`src/rtl/traffic_pkg.sv`:
```
// Shared light encoding used by the traffic-light controller and the
// intersection environment model.
package traffic_pkg;

  typedef logic [1:0] light_t;

  localparam light_t GREEN   = 2'b00;
  localparam light_t YELLOW  = 2'b01;
  localparam light_t RED     = 2'b10;
  localparam light_t ILLEGAL = 2'b11;

endpackage

```
`src/rtl/street_queue.sv`:
```
// One street of the intersection: a saturating car counter, a departure
// timer that releases one car per DEPART_CYCLES green cycles, and a sensor.
module street_queue
  import traffic_pkg::*;
#(
  parameter int QW            = 4,
  parameter int DEPART_CYCLES = 2
) (
  input  logic          clk,
  input  logic          reset,
  input  logic          arrive,
  input  light_t        light,
  output logic          sensor,
  output logic [QW-1:0] count,
  output logic          drop
);

  localparam logic [QW-1:0] FULL    = '1;
  localparam logic [3:0]    DT_LAST = 4'(DEPART_CYCLES - 1);

  logic [3:0] dt;
  logic       active;
  logic       dep;

  // The timer only runs while the light is green and somebody is waiting.
  assign active = (light == GREEN) && (count != '0);
  assign dep    = active && (dt == DT_LAST);

  function automatic logic [QW-1:0] next_count(input logic [QW-1:0] c,
                                               input logic          inc,
                                               input logic          dec);
    logic [QW-1:0] r;
    r = c;
    if (inc && !dec && (c != FULL)) r = c + 1'b1;
    else if (dec && !inc)           r = c - 1'b1;
    return r;
  endfunction

  always_ff @(posedge clk) begin
    if (reset) begin
      count <= '0;
      dt    <= '0;
      drop  <= 1'b0;
    end else begin
      count <= next_count(count, arrive, dep);
      dt    <= (!active || dep) ? 4'd0 : dt + 4'd1;
      // A simultaneous departure frees the slot, so a full queue loses nothing.
      if (arrive && !dep && (count == FULL)) drop <= 1'b1;
    end
  end

  assign sensor = (count != '0);

endmodule

```
`src/rtl/traffic_sensor.sv`:
```
// Intersection environment: two street queues feeding the Ta/Tb sensors
// plus a sticky safety monitor on the LA/LB light pair.
module traffic_sensor
  import traffic_pkg::*;
#(
  parameter int QW            = 4,
  parameter int DEPART_CYCLES = 2
) (
  input  logic          clk,
  input  logic          reset,
  input  logic          arrive_a,
  input  logic          arrive_b,
  input  light_t        LA,
  input  light_t        LB,
  output logic          Ta,
  output logic          Tb,
  output logic [QW-1:0] count_a,
  output logic [QW-1:0] count_b,
  output logic          drop_a,
  output logic          drop_b,
  output logic          conflict
);

  logic unsafe;

  street_queue #(.QW(QW), .DEPART_CYCLES(DEPART_CYCLES)) u_street_a (
    .clk    (clk),
    .reset  (reset),
    .arrive (arrive_a),
    .light  (LA),
    .sensor (Ta),
    .count  (count_a),
    .drop   (drop_a)
  );

  street_queue #(.QW(QW), .DEPART_CYCLES(DEPART_CYCLES)) u_street_b (
    .clk    (clk),
    .reset  (reset),
    .arrive (arrive_b),
    .light  (LB),
    .sensor (Tb),
    .count  (count_b),
    .drop   (drop_b)
  );

  // Unsafe means an undefined light code or neither street held at red.
  assign unsafe = (LA == ILLEGAL) || (LB == ILLEGAL) ||
                  ((LA != RED) && (LB != RED));

  always_ff @(posedge clk) begin
    if (reset)       conflict <= 1'b0;
    else if (unsafe) conflict <= 1'b1;
  end

endmodule

```
`config.mk`:
```
export PLATFORM = sky130hd
export DESIGN_NAME = traffic_sensor
export DESIGN_NICKNAME = d
export VERILOG_FILES = /design/src/rtl/traffic_pkg.sv /design/src/rtl/street_queue.sv /design/src/rtl/traffic_sensor.sv
export SDC_FILE = /design/constraint.sdc
export NUM_CORES = 1
export LEC_CHECK = 0
export BUFFER_PORTS_ARGS = -buffer_cell sky130_fd_sc_hd__buf_4
export CAP_MARGIN = 10
export CORE_MARGIN = 2
export CORE_UTILIZATION = 45
export DETAILED_ROUTE_END_ITERATION = 6
export GPL_TIMING_DRIVEN = 1
export HOLD_SLACK_MARGIN = 0.06
export PLACE_DENSITY_LB_ADDON = 0.3
export SYNTH_ARGS = -nofsm -noshare
export SYNTH_HDL_FRONTEND = slang
export SYNTH_SLANG_ARGS = --single-unit
```
`constraint.sdc`:
```
create_clock -name clk -period 3 [get_ports clk]
set_clock_uncertainty 0.1 [all_clocks]
set_input_delay 0.3 -clock clk [delete_from_list [all_inputs] [get_ports clk]]
set_output_delay 0.3 -clock clk [all_outputs]
set_load 0.005 [all_outputs]
```
==> results_dict.tcl, run 1 <==
set metrics [dict create \
    status "finished, final reports clean" \
    clockRootBuffer "clkbuf_4" \
    dp_cells 159 \
    grt_pass1_wl_um 3550 \
    pwr-share-seq_pct 50.4 \
    synthArstFlopShare_pct 0 \
    fin_cells 163 \
    tns_ns 0 \
    final_cell_area_sq_um 1290 \
    core_area_sq_um 2250 \
    htreeDepth 1 \
    intPower_uw 412 \
    overflow 0 \
    post-place-ws_ns 0.488 \
    antenna_found_initial 0 \
    vdd_ir_drop_max_mv 0.248 \
    track_usage_pct 17.0 \
    fin_crit_ns 2.51 \
    drv_cap 0 \
    n_antenna_cell 0 \
    hold_viol_final 0 \
    hold_depth 3 \
    ctsResizeCount 0 \
    rsz0062_at_grt "no" \
    sw_frac_of_total_pct 29.6 \
    power_leakage_nw 0.591 \
    p_switching_uw 173 \
    drc_errors 0 \
    relSlewSlack_pct 73.3 \
    syn_area_sq_um 1090 \
    crit_required_ns 3.09 \
    placed_area_sq_um 1260 \
    worstSetupEndpointType "flip-flop" \
    ys_ff_latch 19 \
    clkTransAtPathRegs_ns 0.11 \
    yosys_warnings 0 \
    slew_viol_final 0 \
    drt_iter0_markers 8 \
    p_comb_share_pct 27.7 \
    grt_start_max_net_pins 22 \
    start_kind "flip-flop" \
    hpwl_um 1560 \
    die_w_um 53.1 \
    yosysSeqAreaShare_pct 35.0 \
    setup_violations 0 \
    syn_area_per_cell_sq_um 9.61 \
    nets 154 \
    cp.arrival_ns 2.61 \
    finalCritPeriodShare_pct 83.8 \
    synth_cells 113 \
    io_pins 21 \
    synth_edf_count 0 \
    cts_setup_buffers 0 \
    start_util_pct 48.2 \
    place_congestion 0.731 \
    die-area_sq_um 2820 \
    grt_pass1_vias 858 \
    port-buffer-count 20 \
    p_per_area_nw_per_um2 453 \
    synthFlopType "dfxtp_1" \
    cts_tree "done" \
    routed-via-count 841 \
    yosysUniqueCellTypes 24 \
    clock_sinks 19 \
    drive_gt1_share_pct 24.4 \
    path_max_fanout 7 \
    synth_nets 131 \
    syn_to_final_growth_pct 18.9 \
    tightest_slew_ns 0.390 \
    fp.dieH_um 53.1 \
    worstSetupPathType "reg -> reg" \
    rows 17 \
    viasPerCell 5.16 \
    dr.pass1.iters 4 \
    cts_made_buffers 3 \
    reg2regPathDepth 8 \
    hold_buffers 0 \
    final_core_util_pct 57.3 \
    clock_power_share_pct 21.9 \
    fin_ws_ns 0.487 \
    wl_per_cell_um 12.1 \
    clk-insertion-delay-late_ns 0.29 \
    cts_buffer_depth 2 \
    totalWireLength_um 1970 \
    hold_path.class "in -> reg" \
    ant_nets 0 \
    max_freq_mhz 398 \
]
[metrics by stage]
| step | power, mW | hold slack (ns) |
|---|---|---|
| 2_1_floorplan | 0.400 | 0.333 |
| 3_3_place_gp | 0.459 | 0.345 |
| 3_5_place_dp | 0.466 | 0.357 |
| 4_1_cts | 0.595 | 0.129 |
| 5_1_grt | 0.630 | 0.136 |
| 6_report | 0.585 | 0.138 |
[flip-flops by register name, summed over array words and instances (netlist names)]
signal            flops
u_street_a.count      4
u_street_a.dt         4
u_street_b.count      4
u_street_b.dt         4
conflict              1
u_street_a.drop       1
u_street_b.drop       1
[placed cells by master (no fill, tap or decap), types with 3 or more instances in the layout]
cell type,netlist,final
nor2_1,23,23
mux2_1,4,4
ha_1,8,8
nor2b_1,6,6
a21oi_1,5,5
buf_4,0,20
inv_1,4,4
nand3_1,6,6
nand2b_1,4,4
xnor2_1,4,4
clkbuf_4,0,3
mux2i_1,5,5
dfxtp_1,19,19
[cell families after synthesis]
| logic type | synth area share (%) |
|---|---|
| adders and majority gates | 12.9 |
| DFF | 35.0 |
| AOI/OAI and AO/OA | 4.84 |
| buffers and inverters | 2.07 |
| xor gates and xnor gates | 4.84 |
| muxes | 12.8 |
| and+or+nand+nor | 27.5 |
[cell type report]
type,count,area [sq um]
inverters,4,15.0
repair buffers,20,150
flip-flops and latches,19,380
well taps,28,35.0
clock buffers,3,22.5
clock inverters,1,5.00
multi-input cells,88,683
fillers,214,963
[synth_stat cells (4+ instances only)]
| cell | count | share of area, % |
|---|---|---|
| a21oi_1 | 5 | 2.3 |
| nor2_1 | 23 | 7.9 |
| nand3_1 | 6 | 2.8 |
| nand2b_1 | 4 | 2.3 |
| inv_1 | 4 | 1.4 |
| ha_1 | 8 | 9.2 |
| mux2_1 | 4 | 4.1 |
| xnor2_1 | 4 | 3.2 |
| dfxtp_1 | 19 | 35 |
| nor2b_1 | 6 | 3.5 |
| mux2i_1 | 5 | 4.6 |
[power groups by stage]
stage,clock (mW),sequential [mW],combinational (mW)
after global placement,0,0.300,0.159
after CTS,0.134,0.296,0.165
after floorplan,0,0.297,0.103
final,0.128,0.295,0.162
after global routing,0.146,0.299,0.184
after detailed placement,0,0.302,0.164
[layer usage]
metal / vias up / global-route usage, % / wire length, um
met1: 394 / 19.6 / 853
li1: 429 / - / -
met5: - / 0 / 0
met2: 16 / 30.6 / 1010
met3: 2 / 2.54 / 83
met4: 0 / 7.69 / 14
[path summary, 6_finish.rpt]
path / start / to / slack [ns]
worst min-delay path: arrive_a / u_street_a.drop / 0.14
worst min register to register: u_street_a.dt[0] / u_street_a.dt[0] / 0.38
worst max-delay path: u_street_a.count[0] / u_street_a.count[3] / 0.49
worst max register to register: u_street_a.count[0] / u_street_a.count[3] / 0.49
[critical path, stage by stage, from the launching register on]
cell     delay (ns)
dfxtp_1        0.40
or4_4          0.58
nand3_4        0.11
nand2_1        0.11
ha_1           0.35
nand3_1        0.11
and3_1         0.19
mux2i_1        0.14
mux2_1         0.33
Note: power is estimated with default switching activity, not from simulation.
==> inputs of run 2 (changes only) <==
--- a/config.mk
+++ b/config.mk
@@ -5,6 +5,7 @@
 export SDC_FILE = /design/constraint.sdc
 export NUM_CORES = 1
 export LEC_CHECK = 0
+export ABC_AREA = 1
 export BUFFER_PORTS_ARGS = -buffer_cell sky130_fd_sc_hd__buf_4
 export CAP_MARGIN = 10
 export CORE_MARGIN = 2
==> constraint.sdc (replaced) <==
create_clock -name clk -period 2.1 [get_ports clk]
set_clock_uncertainty 0.1 [all_clocks]
set_input_delay 0.21 -clock clk [delete_from_list [all_inputs] [get_ports clk]]
set_output_delay 0.21 -clock clk [all_outputs]
set_load 0.005 [all_outputs]
==> results_dict.tcl, run 2 <==
set metrics [dict create \
    status "finished, final reports clean" \
    hold_depth 3 \
    io_pins 21 \
    worst-r2r-setup-slack_ns 0.12 \
    yosys_warnings 0 \
    core_area_sq_um 2210 \
    synth_edf_count 0 \
    vdd_ir_drop_max_mv 0.410 \
    die-area_sq_um 2740 \
    yosys.area_share.adder_pct 13.3 \
    slew_viol_final 0 \
    totalWireLength_um 2030 \
    finalCritPeriodShare_pct 94.1 \
    grt_pass1_vias 801 \
    synthMuxAreaShare_pct 0 \
    setup_violations 0 \
    synth.most_common_cell "nor2_1" \
    drc_errors 0 \
    placed_area_sq_um 1240 \
    synth_top_cell_area_share_pct 36.1 \
    fp.dieH_um 52.4 \
    r2r-start "u_street_b.dt[1]" \
    final_common_cell "nor2_1" \
    clk-insertion-delay-late_ns 0.29 \
    fin_crit_ns 1.98 \
    rsz0062_at_grt "yes" \
    port-buffer-count 20 \
    synth-xor-area-share_pct 4.99 \
    worstSetupEndpointType "flip-flop" \
    yosysUniqueCellTypes 25 \
    hold_path_end "conflict" \
    drt_iter0_markers 7 \
    synth_nets 145 \
    cts_buffer_depth 2 \
    ant_nets 0 \
    start_util_pct 47.6 \
    reg2regPathDepth 13 \
    synth_cells 127 \
    htreeDepth 1 \
    crit_path_max_incr_delay_ns 0.35 \
    die_w_um 52.4 \
    grt_pass1_wl_um 3270 \
    synthArstFlopShare_pct 0 \
    register_area_sq_um 387 \
    cp.arrival_ns 2.08 \
    dr.pass1.iters 2 \
    crit_required_ns 2.20 \
    cts_tree "done" \
    ys_ff_latch 19 \
    power_leakage_nw 0.613 \
    clock_sinks 19 \
    hpwl_um 1550 \
    synthSimpleGateAreaFrac_pct 31.2 \
    antenna_found_initial 0 \
    track_usage_pct 16.5 \
    synth_compound_area_share_pct 10.5 \
    grt_start_max_net_pins 11 \
    fin_cells 182 \
    relSlewSlack_pct 81.8 \
    hold_viol_final 0 \
    r2r-end "u_street_b.count[3]" \
    start_kind "flip-flop" \
    p_per_area_nw_per_um2 620 \
    hold_path.class "in -> reg" \
    wl_per_cell_um 11.1 \
    synthFlopType "dfxtp_1" \
    path_cells "inv_1 -> ha_1 -> nand2_2 -> nor2_4 -> nand3_4 -> nand3_4 -> ha_1 -> a21o_2 -> a21o_1 -> nand2_1 -> nand3_1 -> nand2_1 -> nor2_1" \
    cts_made_buffers 3 \
    final_cell_area_sq_um 1340 \
    layout_common_cells "30 x nor2_1, 22 x buf_4, 14 x dfxtp_1, 8 x nand2_1" \
    max_freq_mhz 506 \
    path_max_fanout 4 \
    slowest_stage "dfxtp_2" \
    overflow 0 \
    crit_family "simple AND/OR/NAND/NOR gates" \
    dp_cells 176 \
    syn_area_per_cell_sq_um 8.29 \
    synth_top_family_by_area "simple AND/OR/NAND/NOR gates" \
    synth_common_cells "30 x nor2_1, 19 x dfxtp_1, 9 x nand2_1" \
    min-delay-start "LB[1]" \
    n_fill_cell 217 \
    nets 173 \
    yosysTopAreaCell "dfxtp_1" \
    viasPerCell 5.04 \
    syn_area_sq_um 1050 \
    worstSetupPathType "reg -> reg" \
    syn_to_final_growth_pct 27.3 \
    n_antenna_cell 0 \
    tightest_slew_ns 0.271 \
    drv_cap 0 \
    drive_gt1_share_pct 33.8 \
    synth_area_leaders "dfxtp_1 36%, nor2_1 11%, ha_1 9.5%, fa_1 3.8%, nand3_2 3.8%" \
    crit_buf_inv 1 \
    rows 17 \
    clkTransAtPathRegs_ns 0.11 \
    yosysSeqAreaShare_pct 36.1 \
    multiInputGateArea_sq_um 676 \
    routed-via-count 917 \
    place_congestion 0.768 \
    clockRootBuffer "clkbuf_4" \
]
[run 2: cell count changes in the layout (fill, tap and decap cells not counted), moves of 3 or more]
cell	previous run	this run
a21o_1	0	3
dfxtp_1	19	14
dfxtp_2	0	5
inv_1	4	7
inv_2	0	3
mux2_1	4	0
mux2i_1	5	0
nand2_1	2	8
nand2_2	0	5
nand2b_1	4	0
nand4_1	0	4
nor2_1	23	30
nor2b_1	6	0
o21ai_0	0	6
[run 2: how the worst max path moves through the flow]
stage / start / end / slack [ns] / cells after the start
finish: u_street_b.dt[1] / u_street_b.count[3] / 0.12 / 13
CTS: u_street_b.dt[1] / u_street_b.count[3] / 0.01 / 13
detailed placement: u_street_b.dt[1] / u_street_b.count[3] / 0.03 / 13
global placement: u_street_b.dt[1] / u_street_b.count[3] / 0.10 / 13
floorplan: u_street_b.dt[1] / u_street_b.count[3] / 0.18 / 13
global route: u_street_b.count[3] / u_street_b.count[3] / -0.02 / 11
[run 2: what timing repair did]
item,in CTS,in global routing
hold endpoints to repair,1,0
gates resized for setup,0,12
setup endpoints to repair,0,2
buffers inserted,0,1
hold buffers,1,0
[run 2: worst min-delay path: cells and delay by family]
kind / cells / cell delay [ns]
buffers and inverters: 1 / 0.09
AOI/OAI and AO/OA: 1 / 0.06
and+or+nand+nor: 1 / 0.10
[run 2: layout make-up]
| class | instances | area share, % |
|---|---|---|
| clock buffer | 4 | 1.96 |
| inverter | 11 | 3.08 |
| multi-input combinational | 97 | 50.4 |
| sequential | 19 | 28.9 |
| tap | 28 | 2.61 |
| timing repair buffer | 23 | 13.1 |
[run 2: per-stage QoR]
stage	util [%]	power, mW	setup WS [ns]	setup TNS, ns	hold slack [ns]
after global routing	60.6	0.893	-0.0161	-0.0161	0.0915
after CTS	57.9	0.823	0.0138	0	0.0986
after floorplan	-	0.547	0.183	0	0.179
final	60.6	0.831	0.124	0	0.102
after detailed placement	56.3	0.633	0.0309	0	0.308
after global placement	56.3	0.625	0.101	0	0.312
[run 2: logic make-up after synthesis]
kind of cell / Yosys count
AND/OR/NAND/NOR: 63
flip-flops: 19
AO/OA/AOI/OAI: 18
buffers and inverters: 11
adder cells (fa/ha/maj): 10
XOR/XNOR: 6
[run 2: layer usage]
layer / global-route usage, % / share of wire (%)
met5: 0 / 0
met4: 8.97 / 1.7
met3: 2.57 / 3.2
met2: 29.0 / 52
met1: 19.0 / 43
[run 2: where the power goes]
part           internal [mW]  switching [mW]  total, mW
Combinational          0.114           0.112      0.225
Sequential             0.384          0.0335      0.418
Clock                 0.0739           0.114      0.188
